File: config.mk
export PLATFORM = sky130hd
export DESIGN_NAME = program_loader
export DESIGN_NICKNAME = d
export VERILOG_FILES = /design/src/rtl/program_loader.sv
export SDC_FILE = /design/constraint.sdc
export NUM_CORES = 1
export LEC_CHECK = 0
export ABC_AREA = 1
export BUFFER_PORTS_ARGS = -buffer_cell sky130_fd_sc_hd__buf_2
export CAP_MARGIN = 25
export CORE_MARGIN = 2
export CORE_UTILIZATION = 35
export CTS_CLUSTER_SIZE = 14
export DETAILED_ROUTE_END_ITERATION = 10
export GPL_TIMING_DRIVEN = 0
export PLACE_DENSITY = 0.63
export REMOVE_ABC_BUFFERS = 1
export SETUP_SLACK_MARGIN = 0.5
export SLEW_MARGIN = 0
export SYNTH_ARGS = -nofsm -noshare
export SYNTH_HDL_FRONTEND = slang
export SYNTH_SLANG_ARGS = --single-unit
File: constraint.sdc
create_clock -name clk -period 4.2 [get_ports clk]
set_clock_uncertainty 0.1 [all_clocks]
set_input_delay 0.21 -clock clk [delete_from_list [all_inputs] [get_ports clk]]
set_output_delay 0.21 -clock clk [all_outputs]
set_load 0.02 [all_outputs]
File: src/rtl/program_loader.sv
// program_loader: assembles big-endian 32-bit words from a byte stream and writes them into instruction memory
//
// Ports:
//   clk, reset        system clock and synchronous active-high reset
//   Start, WordCount  begin a load of WordCount words (clamped to MEMORY_DEPTH)
//   ByteIn, ByteValid, ByteReady   byte stream handshake (transfer when valid && ready)
//   WriteEnable, WriteAddress, WriteData   instruction memory write port
//   Busy, CpuHold     load in progress (CPU held off)
//   Done              one-cycle end-of-load pulse
//   Error             checksum mismatch, sticky until next Start or reset
//
// Build option: define PROGRAM_LOADER_CHECKSUM_EN to read and verify a trailing
// mod-256 checksum byte after the last word; otherwise Error is tied low.
module program_loader #(
   parameter int MEMORY_DEPTH = 32,
   parameter int DATA_WIDTH = 32,
   parameter logic [DATA_WIDTH-1:0] BASE_ADDRESS = 32'h0040_0000
) (
   input  logic                  clk,
   input  logic                  reset,
   input  logic                  Start,
   input  logic [15:0]           WordCount,
   input  logic [7:0]            ByteIn,
   input  logic                  ByteValid,
   output logic                  ByteReady,
   output logic                  WriteEnable,
   output logic [DATA_WIDTH-1:0] WriteAddress,
   output logic [DATA_WIDTH-1:0] WriteData,
   output logic                  Busy,
   output logic                  CpuHold,
   output logic                  Done,
   output logic                  Error
);
   typedef enum logic [2:0] {IDLE, RECV, WRITE, CHECK, DONE} state_t;
   localparam logic [15:0] DEPTH16 = 16'(MEMORY_DEPTH);
`ifdef PROGRAM_LOADER_CHECKSUM_EN
   localparam state_t LAST = CHECK;
`else
   localparam state_t LAST = DONE;
`endif
   state_t state_q, state_d;
   logic [15:0] n_q, cnt_q, n_clamp;
   logic [1:0] byte_q;
   logic [DATA_WIDTH-1:0] shift_q, addr_q, waddr_q, wdata_q, word;
   logic start_ok, hs;
   assign n_clamp = (WordCount > DEPTH16) ? DEPTH16 : WordCount;
   assign start_ok = (state_q == IDLE) && Start;
   assign hs = ByteValid && ByteReady;
   // word as it will stand once the current byte has been shifted in
   assign word = {shift_q[DATA_WIDTH-9:0], ByteIn};
   assign WriteAddress = waddr_q;
   assign WriteData = wdata_q;
   always_ff @(posedge clk) begin
      if (reset) state_q <= IDLE;
      else state_q <= state_d;
   end
   always_comb begin
      state_d = state_q;
      case (state_q)
         IDLE:    if (Start) state_d = (n_clamp == 16'd0) ? DONE : RECV;
         RECV:    if (hs && byte_q == 2'd3) state_d = WRITE;
         WRITE:   state_d = (cnt_q + 16'd1 == n_q) ? LAST : RECV;
         CHECK:   if (ByteValid) state_d = DONE;
         DONE:    state_d = IDLE;
         default: state_d = IDLE;
      endcase
   end
   always_comb begin
      ByteReady = (state_q == RECV) || (state_q == CHECK);
      WriteEnable = state_q == WRITE;
      Done = state_q == DONE;
      Busy = state_q != IDLE;
      CpuHold = Busy;
   end
   always_ff @(posedge clk) begin
      if (reset) begin
         n_q <= '0;
         cnt_q <= '0;
         byte_q <= '0;
         shift_q <= '0;
         addr_q <= BASE_ADDRESS;
         waddr_q <= BASE_ADDRESS;
         wdata_q <= '0;
      end else begin
         if (start_ok) begin
            n_q <= n_clamp;
            cnt_q <= '0;
            byte_q <= '0;
            addr_q <= BASE_ADDRESS;
            waddr_q <= BASE_ADDRESS;
         end
         if (state_q == RECV && hs) begin
            shift_q <= word;
            byte_q <= byte_q + 2'd1;
            if (byte_q == 2'd3) begin
               wdata_q <= word;
               waddr_q <= addr_q;
            end
         end
         if (state_q == WRITE) begin
            addr_q <= addr_q + DATA_WIDTH'(4);
            cnt_q <= cnt_q + 16'd1;
         end
      end
   end
`ifdef PROGRAM_LOADER_CHECKSUM_EN
   logic [7:0] sum_q;
   logic err_q;
   assign Error = err_q;
   always_ff @(posedge clk) begin
      if (reset) begin
         sum_q <= '0;
         err_q <= 1'b0;
      end else begin
         if (start_ok) begin
            sum_q <= '0;
            err_q <= 1'b0;
         end
         if (state_q == RECV && hs) sum_q <= sum_q + ByteIn;
         if (state_q == CHECK && ByteValid) err_q <= ByteIn != sum_q;
      end
   end
`else
   assign Error = 1'b0;
`endif
endmodule

### Yosys cells after proc, flatten, opt, wreduce, memory -nomap -nowiden

Index checks and enable logic that the tools add are counted.

| word-level totals | value |
|---|---|
| input bits | 28 |
| RAM bits | 0 |
| bits in read-only memories | 0 |
| logic and storage cells | 49 |
| output and inout port bits | 70 |
| memories | 0 |
| latch bits | 0 |
| flip-flop bits (word level) | 157 |

| cells by class | value |
|---|---|
| eq/ne operators | 9 |
| div/mod/pow operators | 0 |
| multiply operators | 0 |
| shift operators | 0 |
| $lt $le $gt $ge | 1 |
| $add $sub $neg | 3 |
| bitwise operators | 0 |
| muxes and demuxes | 16 |
| reductions and logical operators | 12 |

Operators by type and width:

| operator | number |
|---|---|
| 32-bit 2-to-1 mux | 5 |
| 16-bit 2-to-1 mux | 3 |
| 32-bit by 3-bit adder with 32-bit output (second input constant) | 1 |
| 16-bit by 1-bit adder with 16-bit output (second input constant) | 1 |
| 16-bit equality test | 1 |
| 16-bit by 6-bit greater-than comparator with 1-bit output (second input constant) | 1 |
| 16-bit zero test | 1 |
| 3-bit 2-to-1 mux | 5 |
| 3-bit case mux with 4 select lines | 1 |
| 3-bit by 2-bit equality test with 1-bit output (second input constant) | 2 |
| 2-bit inequality test (second input constant) | 3 |
| 1-bit logical AND | 4 |
| 2-bit 2-to-1 mux | 2 |
| 2-bit nonzero test | 2 |
| 3-bit by 1-bit equality test with 1-bit output (second input constant) | 1 |
| 3-bit equality test (second input constant) | 1 |
| 3-bit zero test | 1 |
| 3-bit AND reduction | 1 |
| 3-bit nonzero test | 1 |
| 2-bit by 1-bit adder with 2-bit output (second input constant) | 1 |
| 2-bit equality test (second input constant) | 1 |
| 2-bit AND reduction | 1 |
| 1-bit logical OR | 1 |

### Longest topological paths before layout

| depth | value |
|---|---|
| word-level depth | 6 |
| mapped depth | 15 |
| depth with buffers taken out | 15 |

### Worst setup path after synthesis

Ideal clock, no wire load.

| timing path | value |
|---|---|
| kind | flip-flop to flip-flop |
| start | register cnt_q[0] |
| end | register state_q[0] |
| period minus slack after synthesis | 1.825 ns |
| library setup time | 0.132 ns |
| path buffers | 0 |
| arrival | 1.593 ns |
| data required time | 3.968 ns |
| cell stages (with the launch flop) | 15 |
| setup slack | 2.375 ns |
| cells stage by stage | dfxtp_1 > ha_1 > nand2_1 > nor2_4 > nand3_2 > nand3_1 > nand2_1 > nor2_1 > nand2_1 > nor2_2 > nand3_2 > nand2_1 > nand2_1 > nand2_1 > a21oi_1 |

| between the ends | value |
|---|---|
| cells in the longest elaborated chain, start to end | 4 |

Ends and longest elaborated chain:

| what | RTL line | source |
|---|---|---|
| from (decl) | 42 | `logic [15:0] n_q, cnt_q, n_clamp;` |
| from (signal assigned) | 102 | `cnt_q <= cnt_q + 16'd1;` |
| 16-bit by 1-bit adder with 16-bit output | 62 | `WRITE: state_d = (cnt_q + 16'd1 == n_q) ? LAST : RECV;` |
| 16-bit equality test | 62 |  |
| 3-bit 2-to-1 mux | 62 |  |
| 3-bit case mux with 4 select lines | 59 | `case (state_q)` |
| to (signal assigned) | 55 | `else state_q <= state_d;` |
| to (decl) | 41 | `state_t state_q, state_d;` |

No other way between the ends.
A chain may end at the register's enable or synchronous reset.

### Worst setup path in the final report

| timing path | value |
|---|---|
| start | register state_q[0] |
| end | register waddr_q[15], in the netlist WriteAddress[15] |

| between the ends | value |
|---|---|
| cells in the longest elaborated chain, start to end | 5 |
| elaborated cells between the ends (all ways) | 10 |
| classes of those cells | 2 x eq/ne; 3 x mux; 5 x reduce/logical |

Ends and longest elaborated chain:

| what | RTL line | source |
|---|---|---|
| 3-bit zero test, or another cell as far along | 47 | `assign start_ok = (state_q == IDLE) && Start;` |
| 1-bit logical AND / 1-bit logical OR (equally long branches) | 47, 69 |  |
| 32-bit 2-to-1 mux / 1-bit logical AND (equally long branches) | 85, 48 |  |
| 32-bit 2-to-1 mux / 1-bit logical AND (equally long branches) | 95, 92 |  |
| 32-bit 2-to-1 mux (*) | 92 | `if (state_q == RECV && hs) begin` |
| to (signal assigned) | 97 | `waddr_q <= addr_q;` |
| to (decl) | 44 | `logic [DATA_WIDTH-1:0] shift_q, addr_q, waddr_q, wdata_q, word;` |

Every way passes the cells marked *; elsewhere a longest branch is shown, timed or not.

==> run_results.csv <==
group,metric,value,unit
floorplan,die_height,143.4,um
sta,setup_viol,0,
sta,hold_viol,0,
placement,placed_area,7437,um2
detailed_routing,vias,6251,
setup_path,worstPathMaxFanout,35,
final_layout,layout_common_cells,"254 x nand2_1, 155 x dfxtp_1, 99 x nor2_1, 95 x buf_2, 78 x nand3_1",
final_layout,num_antenna_cells,0,
synthesis,yosys.area.top_type,"dfxtp_1",
setup_path,slowest_delay,530,ps
synthesis,synth_seq_area_share,45.64,%
detailed_routing,via_per_inst,4.823,
sta,tightest_slew,987.0,ps
synthesis,synthTopCellsByArea,"dfxtp_1 46%, nand2_1 14%, nand3_1 5.7%",
clocking,clk_pin_slew,60,ps
clocking,clkLatencyLatePin,420,ps
grt,grt_max_degree,71,
placement,io_buffers,96,
sta,rsz0062_at_grt,"no",
synthesis,synth.avg_cell_area,7.241,um2
clocking,cts-htree-levels,4,
setup_path,required,4390,ps
grt,grt_usage,17.14,%
detailed_routing,wl_per_cell,13.01,um
detailed_routing,drt_iter0_markers,366,
synthesis,netlist_area,6799,um2
setup_path,cpMostUsedCell,"inv_2",
clocking,cts.sinks,155,
clocking,cts_setup_buffers,0,
synthesis,ys_warn_count,0,
setup_path,endpoint_kind,"register",
sta,report.final.slew_viol_count,0,
grt,overflow,0,
synthesis,ys_ff_latch,155,
final_layout,final_common_cell,"nand2_1",
outcome,status,"finished clean",
clocking,numCtsBuffers,17,
clocking,cts_buffer_depth,2,
sta,slew_headroom,34.13,%
power_and_ir_drop,p_leak,3.275,nW
final_layout,final_util,43.31,%
synthesis,synth_top_cell_area_share,45.64,%
final_layout,design_area,8183,um2
setup_path,cp_slowest_cell,"nor2_8",
floorplan,die_area,20560,um2
grt,grt_pass1_vias,5948,
grt,grt_pass1_wl,28440,um
final_layout,drive_gt1_share,17.66,%
setup_path,path_cells,"inv_2 -> nor2_4 -> nand2_2 -> nor2_8 -> inv_2 -> nor2_8 -> inv_2 -> nand2_4 -> o21ai_0",
sta,fmax,0.3176,GHz
placement,dpl.hpwl,10400,um
final_layout,syn2layout_area_growth,20.35,%
power_and_ir_drop,power.density,475.2,nW/um2
floorplan,rows,50,
setup_path,critical_path_class,"register to register",
synthesis,yosysUniqueCellTypes,43,
power_and_ir_drop,ir_drop,0.2853,mV
setup_path,cp_data_arrival_time,3340,ps
min_path,hp-class,"input pin to register",
sta,finalCritPeriodShare,74.96,%
detailed_routing,drtAntennaViolNets,0,
grt,antenna_found_initial,0,
detailed_routing,wirelength,16870,um
final_layout,finalNetCount,1054,
floorplan,pin_count,98,
placement,gp_congestion,0.7957,
clocking,cts_tree,"done",
setup_path,worst_setup_path_start_kind,"register",
synthesis,syn_inst,939,
detailed_routing,dr.pass1.iters,4,
sta,tns,0,ps
floorplan,die_w,143.4,um
floorplan,initial_core_util,35.99,%
detailed_routing,drc,0,
clocking,cts-root-buf,"clkbuf_16",
sta,finalCriticalPeriod,3148,ps
floorplan,fp.coreArea,18890,um2
run,max_cap_viol_count,0,
sequential cells by signal, indices dropped and copies added, names as in the netlist:
name and cells:
byte_q 2, shift_q 24, WriteData 32, state_q 3
WriteAddress 32, addr_q 30, n_q 16, cnt_q 16
where the power goes:
group	switching, mW	internal [mW]
clock network	0.631	0.913
logic	0.520	0.181
registers	0.0696	1.57
cell usage after synthesis, drive strengths merged:
cell	count
nor3	14
a211oi	10
o21a	1
clkbuf	23
nor4	4
o21bai	2
or2	2
a21oi	65
nand4	14
dfxtp	155
conb	1
buf	24
a221oi	3
nand3	83
o21ai	77
o22ai	2
o211ai	2
nand3b	3
clkinv	1
and3	4
nand2	261
inv	59
a31oi	1
nor2	120
a22oi	1
ha	3
xor2	3
xnor2	1
what timing repair did:
action,4_1_cts,5_1_grt
resized for setup,1,1
pin swaps,1,0
endpoints found under the setup margin,31,4
hold buffers,13,0
endpoints found under the hold margin,21,0
gates cloned,1,0
worst paths after layout:
check	start	to	slack, ps	cells after the start
setup / recovery	state_q[0]$_SDFFE_PP0P_	WriteAddress[15]$_SDFF_PP0_	1050	9
hold / removal	WordCount[5]	n_q[5]$_SDFFE_PP0P_	40	5
setup reg to reg	state_q[0]$_SDFFE_PP0P_	WriteAddress[15]$_SDFF_PP0_	1050	9
hold reg to reg	WriteAddress[1]$_SDFF_PP0_	WriteAddress[1]$_SDFF_PP0_	340	2
kinds of logic (layout without fill, tap and decap cells):
group,Yosys count,in the layout,synth area share (%)
buf+inv,107,203,6.441
fa+ha+maj,3,3,0.5521
other cells,1,1,0.05516
simple gates,505,506,33.49
flops,155,155,45.64
xor+xnor,4,4,0.5154
compound gates,164,164,13.31
stage by stage:
stage	power [mW]	hold WS, ps	setup slack [ps]	std cells
3_5_place_dp	2.357	331.6	59.35	1250
3_3_place_gp	2.330	329.0	-729.3	1248
2_1_floorplan	2.100	176.9	1227	892
4_1_cts	3.929	18.70	748.4	1296
5_1_grt	4.072	59.04	737.2	1296
6_report	3.889	38.38	1052	1296
layout make-up:
cell class	instances	area, um2
timing repair buffer	111	653.1
clock inverter	12	140.1
inverter	60	225.2
fill	1971	10710
tap	260	325.3
sequential	155	3103
clock buffer	20	456.7
multi-input combinational	678	3279
worst max-delay path, delay by kind of cell, from the launching register on:
kind	cells	cell delay [ps]
DFF	1	390
AOI/OAI and AO/OA	1	130
and+or+nand+nor	5	1480
buffers and inverters	3	860
layer usage:
| metal | GRT usage (%) | up-vias | share of wire (%) |
|---|---|---|---|
| met5 | 0 | - | 0 |
| li1 | - | 3256 | - |
| met1 | 21.50 | 2892 | 48 |
| met3 | 4.632 | 14 | 4.3 |
| met4 | 5.160 | 0 | 1.1 |
| met2 | 28.80 | 89 | 46 |
Note: power is estimated with default switching activity, not from simulation.
